===== src/rtl/hazard_track.sv =====
// Destination-tag pipeline (EXE/MEM/WB) with forwarding data, stall/flush counters
// and a sticky flag for load-use stalls that last longer than one cycle.
module hazard_track (
    input  logic        clk,
    input  logic        rst,
    input  logic        id_valid,
    input  logic        id_wreg,
    input  logic        id_mem2reg,
    input  logic [4:0]  id_regw_addr,
    input  logic        stall,
    input  logic        flush,
    input  logic [31:0] exe_alu_result,
    input  logic [31:0] mem_rdata,
    output logic [4:0]  exe_regw_addr,
    output logic        exe_wreg,
    output logic        exe_mem2reg,
    output logic [4:0]  mem_regw_addr,
    output logic        mem_wreg,
    output logic        mem_mem2reg,
    output logic [4:0]  wb_regw_addr,
    output logic        wb_wreg,
    output logic [31:0] fwd_mem_data,
    output logic [31:0] fwd_wb_data,
    output logic [15:0] stall_cnt,
    output logic [15:0] flush_cnt,
    output logic        stall_err
);

    logic [4:0]  r_exe_addr;
    logic        r_exe_wreg;
    logic        r_exe_m2r;
    logic [4:0]  r_mem_addr;
    logic        r_mem_wreg;
    logic        r_mem_m2r;
    logic [31:0] r_mem_alu;
    logic [4:0]  r_wb_addr;
    logic        r_wb_wreg;
    logic [31:0] r_wb_data;
    logic [15:0] r_stall_cnt;
    logic [15:0] r_flush_cnt;
    logic        r_stall_q;
    logic        r_stall_err;

    logic w_bubble;
    logic w_dst_nonzero;

    assign w_bubble      = stall | flush | ~id_valid;
    // $0 is hardwired, so an instruction targeting it must never become a forwarding source
    assign w_dst_nonzero = (id_regw_addr != 5'd0);

    always_ff @(posedge clk or posedge rst) begin
        if (rst) begin
            r_exe_addr  <= 5'd0;
            r_exe_wreg  <= 1'b0;
            r_exe_m2r   <= 1'b0;
            r_mem_addr  <= 5'd0;
            r_mem_wreg  <= 1'b0;
            r_mem_m2r   <= 1'b0;
            r_mem_alu   <= 32'd0;
            r_wb_addr   <= 5'd0;
            r_wb_wreg   <= 1'b0;
            r_wb_data   <= 32'd0;
            r_stall_cnt <= 16'd0;
            r_flush_cnt <= 16'd0;
            r_stall_q   <= 1'b0;
            r_stall_err <= 1'b0;
        end else begin
            if (w_bubble) begin
                r_exe_addr <= 5'd0;
                r_exe_wreg <= 1'b0;
                r_exe_m2r  <= 1'b0;
            end else begin
                r_exe_addr <= id_regw_addr;
                r_exe_wreg <= id_wreg & w_dst_nonzero;
                r_exe_m2r  <= id_mem2reg & w_dst_nonzero;
            end

            // MEM and WB keep draining while decode is stalled
            r_mem_addr <= r_exe_addr;
            r_mem_wreg <= r_exe_wreg;
            r_mem_m2r  <= r_exe_m2r;
            r_mem_alu  <= exe_alu_result;

            r_wb_addr  <= r_mem_addr;
            r_wb_wreg  <= r_mem_wreg;
            r_wb_data  <= r_mem_m2r ? mem_rdata : r_mem_alu;

            if (stall && (r_stall_cnt != 16'hFFFF)) begin
                r_stall_cnt <= r_stall_cnt + 16'd1;
            end
            if (flush && (r_flush_cnt != 16'hFFFF)) begin
                r_flush_cnt <= r_flush_cnt + 16'd1;
            end

            r_stall_q <= stall;
            if (stall && r_stall_q) begin
                r_stall_err <= 1'b1;
            end
        end
    end

    assign exe_regw_addr = r_exe_addr;
    assign exe_wreg      = r_exe_wreg;
    assign exe_mem2reg   = r_exe_m2r;
    assign mem_regw_addr = r_mem_addr;
    assign mem_wreg      = r_mem_wreg;
    assign mem_mem2reg   = r_mem_m2r;
    assign wb_regw_addr  = r_wb_addr;
    assign wb_wreg       = r_wb_wreg;
    assign fwd_mem_data  = r_mem_alu;
    assign fwd_wb_data   = r_wb_data;
    assign stall_cnt     = r_stall_cnt;
    assign flush_cnt     = r_flush_cnt;
    assign stall_err     = r_stall_err;

endmodule


===== config.mk =====
export PLATFORM = sky130hd
export DESIGN_NAME = hazard_track
export DESIGN_NICKNAME = d
export VERILOG_FILES = /design/src/rtl/hazard_track.sv
export SDC_FILE = /design/constraint.sdc
export NUM_CORES = 1
export LEC_CHECK = 0
export BUFFER_PORTS_ARGS = -buffer_cell sky130_fd_sc_hd__buf_2
export CAP_MARGIN = 10
export CORE_MARGIN = 2
export CORE_UTILIZATION = 42
export DETAILED_ROUTE_END_ITERATION = 10
export PLACE_DENSITY_LB_ADDON = 0.15
export SYNTH_ARGS = -nofsm -noshare
export SYNTH_HDL_FRONTEND = slang
export SYNTH_SLANG_ARGS = --single-unit

===== constraint.sdc =====
create_clock -name clk -period 4.3 [get_ports clk]
set_clock_uncertainty 0.2 [all_clocks]
set_input_delay 1.29 -clock clk [delete_from_list [all_inputs] [get_ports clk]]
set_output_delay 1.29 -clock clk [all_outputs]
set_load 0.005 [all_outputs]

==> impl_metrics.ini <==
[floorplanning]
die-area_mm2 = 0.0109
rows = 36
fp.dieH_um = 104
fp.coreArea_mm2 = 0.00977
initial_core_util_pct = 43.2
fp.dieW_um = 104
io_pins = 193

[route]
via_per_inst = 4.69
ant_nets = 0
wl_um = 9990
wire_per_inst_um = 15.6
drt_iter0_drc = 96
dr_total_vias = 3007
drt_first_pass_iters = 4
drc = 0

[place]
place_inst = 609
dpl.hpwl_um = 7360
portBuffers = 192
placed_cell_area_mm2 = 0.00535
place_congestion = 0.743

[cells_and_area]
fin_area_mm2 = 0.00595
diodes = 0
fin_nets = 573
fill_cells = 786
fin_util_pct = 60.9
fin_cells = 641
area_growth_pct = 40.8
drive_above_1_share_pct = 52.6

[setup_path]
cp.required_ps = 2810
cp_slowest_cell = buf_4
arrival_ps = 1420
crit_path_start_kind = flip-flop
max_stage_delay_ps = 380
critPathTopFamily = buffers and inverters
crit_buf_inv = 2
path_cells = buf_4 > buf_2
end_kind = primary output
worstSetupPathType = reg2out
crit_fanout = 33

[yosys]
synth_seq_cells = 118
synth-edff-count = 0
ys.flop_type = dfrtp_1
async_flop_share_pct = 100
syn-num-nets = 367
ys_types = 37
yosysWarnings = 0
mappedNetlistArea_mm2 = 0.00423
seq_area_frac_synth_pct = 69.9
netlist_instances = 289
syn_avg_cell_area_um2 = 14.6

[clock_tree]
post_cts.repair.setup_buffers = 0
clockBufferDepth = 2
h-tree-depth = 4
clk-insertion-delay-late_ps = 520
tritoncts = done
clkTransAtPathRegs_ps = 60
hold_buffers = 0
cts_resized = 0
clock_sinks = 118
numCtsBuffers = 17
root_buffer = clkbuf_8

[grt]
grtUsageMet1_pct = 22.7
grt_pass1_wl_um = 16200
grtUsageMet3_pct = 8.77
use_met2_pct = 32.5
busiest_layer = met2
grt_usage_pct = 19.6
grt_pass1_vias = 3072
antenna_found_initial = 0
grt_max_degree = 62
overflow = 0

[sta]
min_period_over_period_pct = 67.7
finalCriticalPeriod_ps = 2910
fin_tns_setup_ps = 0
final_max_slew_viol_count = 0
rsz0062_at_grt = false
max_clock_freq_mhz = 343
finalHoldViolCount = 0
worst_slew_pin_slew_ps = 911
maxSlewHeadroom_pct = 39.1
finalSetupViolCount = 0

[power_and_ir_drop]
pwr_density_cell_mw_per_mm2 = 513
ir_drop_uv = 419
leakagePower_nw = 3.00

[worst_hold_path]
hp-class = reg2reg

[job]
max_cap_viol_count = 0

[outcome]
status = complete, no violations
==> metrics by stage <==
step	total power, mW	setup slack (ps)	hold WS, ps
floorplan	1.49	1370	176
global placement	1.67	1660	153
detailed placement	1.68	1600	159
CTS	3.09	1320	172
global route	3.21	1290	183
finish	3.05	1390	169
==> cell usage after synthesis (2+ instances only) <==
cell      number  share of area (%)
dfrtp_1      118                 70
mux2_2        33                8.8
nand2_1       16                1.4
nand4_1       12                1.8
nor2_1        12                1.1
xnor2_1       11                2.3
nand3_1       10                1.2
a21oi_1        6               0.71
and4_1         6                1.2
mux2_1         6                1.6
nor3_1         6               0.71
xor2_1         6                1.2
and2_1         5               0.74
and3_1         5               0.74
inv_1          4               0.36
o21ai_1        4               0.47
buf_1          3               0.27
buf_2          2               0.24
clkbuf_1       2               0.18
ha_1           2               0.59
nor3b_1        2               0.36
nor4_2         2               0.59
o21ai_0        2               0.24
==> area by class of cell <==
cell class	instances	area [um^2]	share of cell area (%)
Clock buffer	19	442	7.43
Tap cell	133	166	2.80
Clock inverter	13	155	2.61
Timing Repair Buffer	195	996	16.7
Multi-Input combinational cell	159	1220	20.5
Inverter	4	18.8	0.316
Sequential cell	118	2950	49.6
==> cells in the final DEF, fill, tap and decap left out, drive strengths merged, types with 2 or more instances in the layout <==
master    synthesis  layout
a21oi             6       6
and2              5       5
and3              5       5
and4              6       6
buf               6     195
bufinv            0       3
clkbuf            2      19
clkinv            0       7
clkinvlp          0       4
dfrtp           118     118
ha                2       2
inv               4       3
mux2             39      39
nand2            16      16
nand3            10      10
nand4            14      14
nor2             12      12
nor3              6       6
nor3b             2       2
nor4              2       2
o21ai             7       7
xnor2            11      11
xor2              6       6
==> final timing paths <==
kind | cells past startpoint | to | start | slack [ps]
worst max-delay path | 2 | mem_mem2reg | mem_mem2reg | 1390
worst min-delay path | 0 | wb_regw_addr[2] | mem_regw_addr[2] | 170
worst max register to register | 5 | stall_cnt[1] | stall_cnt[0] | 2340
worst min register to register | 0 | wb_regw_addr[2] | mem_regw_addr[2] | 170
max in group asynchronous | 3 | fwd_mem_data[4] | rst | 2360
min in group asynchronous | 2 | wb_regw_addr[1] | rst | 760
==> report_power, final <==
group          switching (mW)  internal (mW)  leakage (nW)
sequential              0.112           1.21          1.45
combinational           0.156          0.175          1.25
clock                   0.487          0.908         0.289
total                   0.754           2.30          3.00
==> per-layer routing <==
layer	up-vias	wire (um)	part of all wire, %
met3	10	749	7.5
met4	0	100	1.0
li1	1432	-	-
met2	122	5110	51
met5	-	0	0
met1	1443	4030	40
==> state kept, by name (all words and copies together) (netlist names), 5 cells and up <==
| name | cells |
|---|---|
| fwd_mem_data | 32 |
| fwd_wb_data | 32 |
| flush_cnt | 16 |
| stall_cnt | 16 |
| exe_regw_addr | 5 |
| mem_regw_addr | 5 |
| wb_regw_addr | 5 |
==> logic make-up after synthesis <==
| logic type | count (synthesis) | share of synthesized area, % |
|---|---|---|
| simple gates | 83 | 11.6 |
| flops | 118 | 69.9 |
| compound gates | 18 | 2.72 |
| fa+ha+maj | 2 | 0.592 |
| xor+xnor | 17 | 3.52 |
| buf+inv | 12 | 1.30 |
| mux | 39 | 10.4 |
No activity file was read; power rests on OpenSTA's default activity.
